File: src/rtl/traffic_light_ctrl.sv
// Two-road intersection controller with pedestrian walk phase and flashing-yellow override.
//
// Sequence: MAIN_G -> MAIN_Y -> RED_A -> SIDE_G -> SIDE_Y -> RED_B -> (PED_WALK ->) MAIN_G.
// A latched pedestrian request inserts PED_WALK after RED_B. flash_en forces FLASH from
// any state; leaving FLASH goes through RED_B for clearance.
//
// Ports:
//   clk        system clock, rising edge
//   reset_n    synchronous active-low reset
//   ped_req    pedestrian request (level or pulse)
//   flash_en   flashing-yellow override enable
//   main_light main-road head {R,Y,G}
//   side_light side-road head {R,Y,G}
//   walk       pedestrian walk lamp
//   state_o    current state encoding (debug)
module traffic_light_ctrl #(
  parameter int unsigned CNT_W    = 8,
  parameter int unsigned GREEN_T  = 20,
  parameter int unsigned YELLOW_T = 4,
  parameter int unsigned ALLRED_T = 2,
  parameter int unsigned PED_T    = 10,
  parameter int unsigned FLASH_T  = 8
) (
  input  logic       clk,
  input  logic       reset_n,
  input  logic       ped_req,
  input  logic       flash_en,
  output logic [2:0] main_light,
  output logic [2:0] side_light,
  output logic       walk,
  output logic [2:0] state_o
);

  typedef enum logic [2:0] {
    StMainG   = 3'd0,
    StMainY   = 3'd1,
    StRedA    = 3'd2,
    StSideG   = 3'd3,
    StSideY   = 3'd4,
    StRedB    = 3'd5,
    StPedWalk = 3'd6,
    StFlash   = 3'd7
  } state_e;

  localparam logic [2:0] LightRed    = 3'b100;
  localparam logic [2:0] LightYellow = 3'b010;
  localparam logic [2:0] LightGreen  = 3'b001;
  localparam logic [2:0] LightDark   = 3'b000;

  // Counter reload values; a phase of duration D counts D-1 down to 0.
  localparam logic [CNT_W-1:0] GreenLd  = CNT_W'(GREEN_T - 1);
  localparam logic [CNT_W-1:0] YellowLd = CNT_W'(YELLOW_T - 1);
  localparam logic [CNT_W-1:0] AllredLd = CNT_W'(ALLRED_T - 1);
  localparam logic [CNT_W-1:0] PedLd    = CNT_W'(PED_T - 1);
  localparam logic [CNT_W-1:0] FlashLd  = CNT_W'(FLASH_T - 1);

  state_e           state_q, state_d;
  logic [CNT_W-1:0] cnt_q, cnt_d;
  logic             ped_pending_q, ped_pending_d;
  logic             blink_q, blink_d;

  function automatic logic [CNT_W-1:0] load_val(input state_e s);
    logic [CNT_W-1:0] v;
    unique case (s)
      StMainG, StSideG: v = GreenLd;
      StMainY, StSideY: v = YellowLd;
      StRedA, StRedB:   v = AllredLd;
      StPedWalk:        v = PedLd;
      StFlash:          v = FlashLd;
      default:          v = AllredLd;
    endcase
    return v;
  endfunction

  always_ff @(posedge clk) begin
    if (!reset_n) begin
      state_q       <= StRedB;
      cnt_q         <= AllredLd;
      ped_pending_q <= 1'b0;
      blink_q       <= 1'b0;
    end else begin
      state_q       <= state_d;
      cnt_q         <= cnt_d;
      ped_pending_q <= ped_pending_d;
      blink_q       <= blink_d;
    end
  end

  always_comb begin
    state_d       = state_q;
    cnt_d         = cnt_q - 1'b1;
    blink_d       = blink_q;
    ped_pending_d = ped_pending_q | ped_req;

    if (state_q == StFlash) begin
      if (!flash_en) begin
        state_d = StRedB;
        cnt_d   = AllredLd;
        blink_d = 1'b0;
      end else if (cnt_q == '0) begin
        cnt_d   = FlashLd;
        blink_d = ~blink_q;
      end
    end else if (flash_en) begin
      // Override beats the phase timer; any pending walk stays latched.
      state_d = StFlash;
      cnt_d   = FlashLd;
      blink_d = 1'b1;
    end else if (cnt_q == '0) begin
      unique case (state_q)
        StMainG:   state_d = StMainY;
        StMainY:   state_d = StRedA;
        StRedA:    state_d = StSideG;
        StSideG:   state_d = StSideY;
        StSideY:   state_d = StRedB;
        StRedB:    state_d = ped_pending_q ? StPedWalk : StMainG;
        StPedWalk: state_d = StMainG;
        default:   state_d = StRedB;
      endcase
      cnt_d = load_val(state_d);
      // A request coinciding with walk entry is treated as served.
      if (state_d == StPedWalk) begin
        ped_pending_d = 1'b0;
      end
    end
  end

  always_comb begin
    main_light = LightRed;
    side_light = LightRed;
    walk       = 1'b0;
    unique case (state_q)
      StMainG:   main_light = LightGreen;
      StMainY:   main_light = LightYellow;
      StSideG:   side_light = LightGreen;
      StSideY:   side_light = LightYellow;
      StPedWalk: walk       = 1'b1;
      StFlash: begin
        main_light = blink_q ? LightYellow : LightDark;
        side_light = blink_q ? LightYellow : LightDark;
      end
      default: ;
    endcase
  end

  assign state_o = state_q;

endmodule

File: config.mk
export PLATFORM = sky130hd
export DESIGN_NAME = traffic_light_ctrl
export DESIGN_NICKNAME = d
export VERILOG_FILES = /design/src/rtl/traffic_light_ctrl.sv
export SDC_FILE = /design/constraint.sdc
export NUM_CORES = 1
export LEC_CHECK = 0
export CELL_PAD_IN_SITES_DETAIL_PLACEMENT = 1
export CELL_PAD_IN_SITES_GLOBAL_PLACEMENT = 2
export CORE_ASPECT_RATIO = 1.5
export CORE_MARGIN = 4
export CORE_UTILIZATION = 32
export DETAILED_ROUTE_END_ITERATION = 8
export HOLD_SLACK_MARGIN = 0.03
export PLACE_DENSITY = 0.92
export SYNTH_ARGS = -nofsm -noshare
export SYNTH_HDL_FRONTEND = slang
export SYNTH_SLANG_ARGS = --single-unit
File: constraint.sdc
create_clock -name clk -period 4.65 [get_ports clk]
set_input_delay 0.93 -clock clk [delete_from_list [all_inputs] [get_ports clk]]
set_output_delay 0.93 -clock clk [all_outputs]
set_load 0.02 [all_outputs]
==> results by group, run 1 <==
Finish
  • Layout Nets: 124
  • Multi-input logic area: about 530 um^2
  • Design area: around 990 um^2
  • Antenna diodes: 0
  • Fillers: approximately 310
  • Share of cells above drive strength 1: 7.76%
  • Reg area: 260 um^2
  • Most frequent cells in the layout: dfxtp_1, clkdlybuf4s50_1, nand2_1, nor2_1
  • Final core utilization: about two fifths
  • Area grow syn2layout: 18.5%

STA
  • Slew Limit Fails: 0
  • RSZ-0062 raised after global routing: no
  • Worst-Margin Slew: 0.514 ns
  • Fin worst setup slack: 1.68 ns
  • Tmin final: 2.97 ns
  • Slew margin rel.: between 60 and 70%
  • Final setup skew: 0.00295 ns
  • Achievable Freq: around 340 MHz
  • Setup violations, final: 0
  • Final hold slack: roughly 0.44 ns
  • Post-route setup TNS: 0 ns
  • Final period util: 63.8%
  • Fin. Hold Viols: 0

Clock network
  • Hold buffers post-CTS: 0
  • Post-CTS setup buffer count: 0
  • Clock Path Buffers: 2
  • Num CTS Buffers: 3
  • Root Buffer: clkbuf_4
  • Worst-skew pair later-pin latency: 0.27 ns
  • H-tree depth: 1
  • CTS resizes: 0
  • Sink Count: 13
  • Reg clk slew, reported paths: 0.08 ns
  • CTS tree: done

Logic synthesis
  • Syn Inst Count: 105
  • Syn Area/Cell: slightly below 8 um^2
  • Largest area contributor in the netlist: dfxtp_1
  • EDFF count, synth: 0
  • Mapped cell area: 833 um^2
  • Synth Net Count: 112
  • Post-synthesis register bit count: 13
  • Register area share after synthesis: 31.2%
  • Synth Flop Type: dfxtp_1
  • Largest cells by area after synthesis: dfxtp_1, xnor2_1, xor2_1
  • Netlist cell types: 36
  • Post-synth ARST share: 0%
  • Area share of the largest cell type after synthesis: between 30 and 40%
  • Yosys warns: 0

Drt
  • Drt first pass iters: 2
  • Drc violations: 0
  • Drt wl/cell: roughly 16 um
  • Vias: around 800
  • Vias per Instance: 5.63
  • DRT antenna net count: 0
  • Iteration-0 DRC Markers: 5
  • Detailed Route WL: 2180 um

Placement
  • Post-DP Area: 961 um^2
  • Port-buffer cells: 13
  • HPWL Detailed: approximately 1700 um
  • Final GP Congestion: 0.742
  • Placement Setup Slack: roughly 2 ns

Global route
  • Global route overflow: 0
  • Initial antenna violation count: 0
  • Global-route wire length before repair: 4060 um
  • Largest net degree at the start of global routing: 16
  • Vias in the first global route: a little under 900
  • GRT Resource Usage Total: roughly 14%

Critical path
  • Setup crit start kind: flip-flop
  • CP Data Arrival Time: 2.04 ns
  • Worst setup path startpoint: state_o[0]$_SDFFE_PN1P_
  • Crit path kind: flip-flop to primary output
  • Crit end category: primary output
  • RR Startpoint: state_o[0]$_SDFFE_PN1P_
  • Crit Path Max Fanout: 15
  • Critical Path RT: 3.72 ns
  • Worst Setup EP: side_light[1]
  • FF-to-FF End: cnt_q[1]$_SDFF_PN0_
  • Flop2flop setup slack: 2.70 ns
  • R2R depth: 6

Job
  • MaxCap Viol Count: 0

Status
  • Status: completed

Floorplan
  • Die Y: 70.5 um
  • # IOs: 14
  • Core Footprint: around 2500 um^2
  • Die area: between 3000 and 4000 um^2
  • Row cnt: 22
  • Die width: 49.7 um
  • Initial Util: 33.6%

Power and ir drop
  • Pwr/cell area: 390 nW/um^2
  • P_leak: 0.365 nW
  • Worst vdd ir: 0.126 mV

Min path
  • Worst Hold Class: flip-flop to flip-flop
  • Cells on Worst Hold Path: 1
## sequential cells by signal, summed over array words and instances, names as in the netlist
name           count
state_o            3
ped_pending_q      1
blink_q            1
cnt_q              8
## critical path, cell delays in order, from the launching register on
cell	delay (ns)
dfxtp_1	0.65
and2_1	0.29
a21oi_1	0.10
nor2b_1	0.11
clkdlybuf4s50_1	0.61
## layer usage
metal / share of wire (%) / global-route usage [%] / routed length, um / vias to the layer above
li1: - / - / - / 394
met1: 41 / 16.4 / 903 / 381
met2: 56 / 26.7 / 1210 / 11
met3: 2.6 / 2.13 / 57 / 2
met4: 0.46 / 3.69 / 10 / 0
met5: 0 / 0 / 0 / -
## cell type report
| cell class | count | area share (%) |
|---|---|---|
| Sequential cell | 13 | 26.4 |
| Tap cell | 24 | 3.04 |
| Clock buffer | 4 | 2.66 |
| Timing Repair Buffer | 13 | 13.2 |
| Inverter | 3 | 1.14 |
| Multi-Input combinational cell | 83 | 53.6 |
## how the worst min path moves through the flow
stage,start,endpoint,slack [ns]
floorplan,cnt_q[0]$_SDFF_PN1_,cnt_q[0]$_SDFF_PN1_,0.40
global placement,cnt_q[0]$_SDFF_PN1_,cnt_q[0]$_SDFF_PN1_,0.41
detailed placement,cnt_q[0]$_SDFF_PN1_,cnt_q[0]$_SDFF_PN1_,0.43
CTS,cnt_q[0]$_SDFF_PN1_,cnt_q[0]$_SDFF_PN1_,0.45
global route,cnt_q[0]$_SDFF_PN1_,cnt_q[0]$_SDFF_PN1_,0.48
finish,cnt_q[0]$_SDFF_PN1_,cnt_q[0]$_SDFF_PN1_,0.44
## where the power goes
group | internal (W) | total [W] | switching, W
Clock | 0.0000332 | 0.0000712 | 0.0000380
Combinational | 0.0000706 | 0.000161 | 0.0000906
Sequential | 0.000127 | 0.000152 | 0.0000248
Total | 0.000231 | 0.000385 | 0.000153
## Yosys cell counts (4+ instances only)
master	count
xor2_1	5
nor2_1	11
nand2_1	11
nor3_1	4
dfxtp_1	13
a21oi_1	4
xnor2_1	5
## cell families after synthesis
| group | synth area share, % |
|---|---|
| AO/OA/AOI/OAI | 18.2 |
| XOR/XNOR | 10.5 |
| adder cells (fa/ha/maj) | 4.50 |
| buffers and inverters | 5.26 |
| flip-flops | 31.2 |
| AND/OR/NAND/NOR | 30.3 |
## through the flow
step | std cells | total power (W)
floorplan | 105 | 0.000270
global placement | 136 | 0.000312
detailed placement | 136 | 0.000317
CTS | 140 | 0.000388
global route | 140 | 0.000416
finish | 140 | 0.000385
Note: power is estimated with default switching activity, not from simulation.
==> run 2: changes to the inputs <==
--- a/config.mk
+++ b/config.mk
@@ -9,10 +9,10 @@
 export CELL_PAD_IN_SITES_GLOBAL_PLACEMENT = 2
 export CORE_ASPECT_RATIO = 1.5
 export CORE_MARGIN = 4
-export CORE_UTILIZATION = 32
+export CORE_UTILIZATION = 29
 export DETAILED_ROUTE_END_ITERATION = 8
 export HOLD_SLACK_MARGIN = 0.03
-export PLACE_DENSITY = 0.92
+export PLACE_DENSITY = 0.85
 export SYNTH_ARGS = -nofsm -noshare
 export SYNTH_HDL_FRONTEND = slang
 export SYNTH_SLANG_ARGS = --single-unit
==> constraint.sdc (replaced) <==
create_clock -name clk -period 3 [get_ports clk]
set_input_delay 0.6 -clock clk [delete_from_list [all_inputs] [get_ports clk]]
set_output_delay 0.6 -clock clk [all_outputs]
set_load 0.02 [all_outputs]
==> run 2 against run 1 <==
  * Global-route usage fell by 0.79 points
  * Via count fell by 0.38%
  * Highest routed layer unchanged
  * Critical endpoint unchanged
  * Cell count rose by 9.3%
  * Sequential cell count did not move
  * Setup slack got worse by 1.3 ns
==> results by group, run 2 (synthesis results as in run 1) <==
Status
  • Status: completed

Critical path
  • CP delay by family, top: flip-flops
  • Setup crit start kind: flip-flop
  • Worst path bufs/invs: 1 (unchanged)
  • Crit Path Max Fanout: 15 (unchanged)
  • R2R depth: 6 (unchanged)
  • Critical Path RT: 2.40 ns (-1.32 ns)
  • Crit path kind: flip-flop to primary output
  • Crit end category: primary output
  • Slowest library cell on the worst path: dfxtp_1
  • Worst-path cell chain: and2_1, a21oi_1, nor2b_1, clkdlybuf4s50_1
  • Number of stages on the worst setup path: 4 (unchanged)
  • CP Data Arrival Time: 2.02 ns (-0.02 ns)
  • Slowest stage delay, CP: 0.63 ns (-0.02 ns)

Finish
  • Reg with most FFs: cnt_q
  • Max reg flops: 8 (unchanged)
  • Area grow syn2layout: 22.7%
  • Fillers: 369 (+18%)
  • Most frequent cells in the layout: dfxtp_1, clkdlybuf4s50_1, nand2_1, nor2_1
  • Antenna diodes: 0 (unchanged)
  • Multi-input logic area: 529 um^2 (unchanged)
  • Reg area: 260 um^2 (unchanged)
  • Layout Nets: 124 (unchanged)
  • Share of cells above drive strength 1: 7.76% (unchanged)

Power and ir drop
  • Pwr/cell area: 630 nW/um^2 (+62%)
  • Reg power frac: 36.9% (-2.7 points)
  • P_leak: 0.372 nW (+2.1%)
  • Sw power: 0.000243 W (+58%)
  • Internal power: 0.000401 W (+74%)
  • Comb pwr share: 38.8% (-3.1 points)
  • Worst vdd ir: 0.199 mV (+58%)
  • Clk pwr share: 24.3% (+5.8 points)
  • Sw Ratio: 37.7% (-2.2 points)

Clock network
  • Num CTS Buffers: 3 (unchanged)
  • Post-CTS setup buffer count: 0 (unchanged)
  • CTS resizes: 0 (unchanged)
  • Hold buffers post-CTS: 0 (unchanged)
  • Reg clk slew, reported paths: 0.06 ns (-0.02 ns)
  • Root Buffer: clkbuf_8
  • Worst-skew pair later-pin latency: 0.24 ns (-0.03 ns)
  • Clock Path Buffers: 2 (unchanged)
  • Sink Count: 13 (unchanged)
  • H-tree depth: 1 (unchanged)
  • CTS tree: done

Floorplan
  • Die width: 51.8 um (+4.2%)
  • # IOs: 14 (unchanged)
  • Die Y: 73.7 um (+4.5%)
  • Row cnt: 23 (+4.5%)
  • Initial Util: 30.8% (-2.8 points)
  • Core Footprint: 2710 um^2 (+9.2%)
  • Die area: 3810 um^2 (+8.9%)

STA
  • RSZ-0062 raised after global routing: no
  • Setup violations, final: 0 (unchanged)
  • Achievable Freq: 382 MHz
  • Tmin final: 2.62 ns
  • Fin. Hold Viols: 0 (unchanged)
  • Worst-Margin Slew: 0.509 ns (-0.00476 ns)
  • Slew Limit Fails: 0 (unchanged)
  • Slew margin rel.: 66.0% (+0.32 points)
  • Post-route setup TNS: 0 ns (unchanged)
  • Fin worst setup slack: 0.382 ns (-1.30 ns)
  • Final setup skew: 0.00389 ns (+0.000942 ns)
  • Final period util: 87.3%

Placement
  • Final GP Congestion: 0.753 (+1.5%)
  • HPWL Detailed: 1730 um (+0.25%)
  • Placement Setup Slack: 0.635 ns (-1.37 ns)
  • Port-buffer cells: 13 (unchanged)

Drt
  • Vias per Instance: 5.13 (-8.8%)
  • Detailed Route WL: 2290 um (+4.9%)
  • Drt wl/cell: 15.0 um (-4.0%)
  • Drc violations: 0 (unchanged)
  • DRT antenna net count: 0 (unchanged)
  • Iteration-0 DRC Markers: 15 (+10)
  • Drt first pass iters: 4 (+2)
  • Vias: 785 (-0.38%)

Global route
  • Initial antenna violation count: 0 (unchanged)
  • GRT Resource Usage Total: 13.5% (-0.79 points)
  • Largest net degree at the start of global routing: 16 (unchanged)
  • Global-route wire length before repair: 3860 um (-4.9%)
  • Vias in the first global route: 837 (-4.8%)
  • Global route overflow: 0 (unchanged)

Min path
  • Worst Hold Class: flip-flop to flip-flop
  • Cells on Worst Hold Path: 1 (unchanged)

Job
  • MaxCap Viol Count: 0 (unchanged)
-- run 2: cell count changes in the layout (fill, tap and decap cells not counted) --
cell,before,now
clkbuf_4,3,0
clkbuf_8,0,3
-- run 2: power groups by stage --
stage | Sequential (W) | Clock [W] | Combinational (W)
6_report | 0.000238 | 0.000156 | 0.000250
3_3_place_gp | 0.000240 | 0 | 0.000244
4_1_cts | 0.000238 | 0.000163 | 0.000253
5_1_grt | 0.000242 | 0.000170 | 0.000280
3_5_place_dp | 0.000241 | 0 | 0.000250
2_1_floorplan | 0.000228 | 0 | 0.000190
-- run 2: final timing paths --
| kind | from | end | slack [ns] |
|---|---|---|---|
| setup / recovery | state_o[0]$_SDFFE_PN1P_ | side_light[1] | 0.38 |
| hold / removal | cnt_q[0]$_SDFF_PN1_ | cnt_q[0]$_SDFF_PN1_ | 0.44 |
| setup reg to reg | state_o[2]$_SDFFE_PN1P_ | cnt_q[1]$_SDFF_PN0_ | 1.11 |
| hold reg to reg | cnt_q[0]$_SDFF_PN1_ | cnt_q[0]$_SDFF_PN1_ | 0.44 |
-- run 2: layer usage --
layer,GRT usage [%],up-vias,routed length [um]
met3,2.84,4,66
met4,6.12,0,23
met2,24.6,13,1280
li1,-,396,-
met5,0,-,0
met1,14.4,372,917
-- run 2: per-stage QoR --
stage	utilization (%)	cell area [um^2]	std cells	total power [W]	hold slack (ns)
final	37.8	1020	153	0.000644	0.437
after global routing	37.8	1020	153	0.000693	0.457
after CTS	37.8	1020	153	0.000654	0.438
after detailed placement	36.1	977	149	0.000491	0.429
after global placement	36.1	977	149	0.000484	0.415
after floorplan	-	833	105	0.000418	0.395
-- run 2: cell type report --
cell class	count	share of cell area [%]
Sequential cell	13	25.5
Multi-Input combinational cell	83	51.8
Tap cell	37	4.53
Timing Repair Buffer	13	12.7
Clock buffer	4	4.41
Inverter	3	1.10
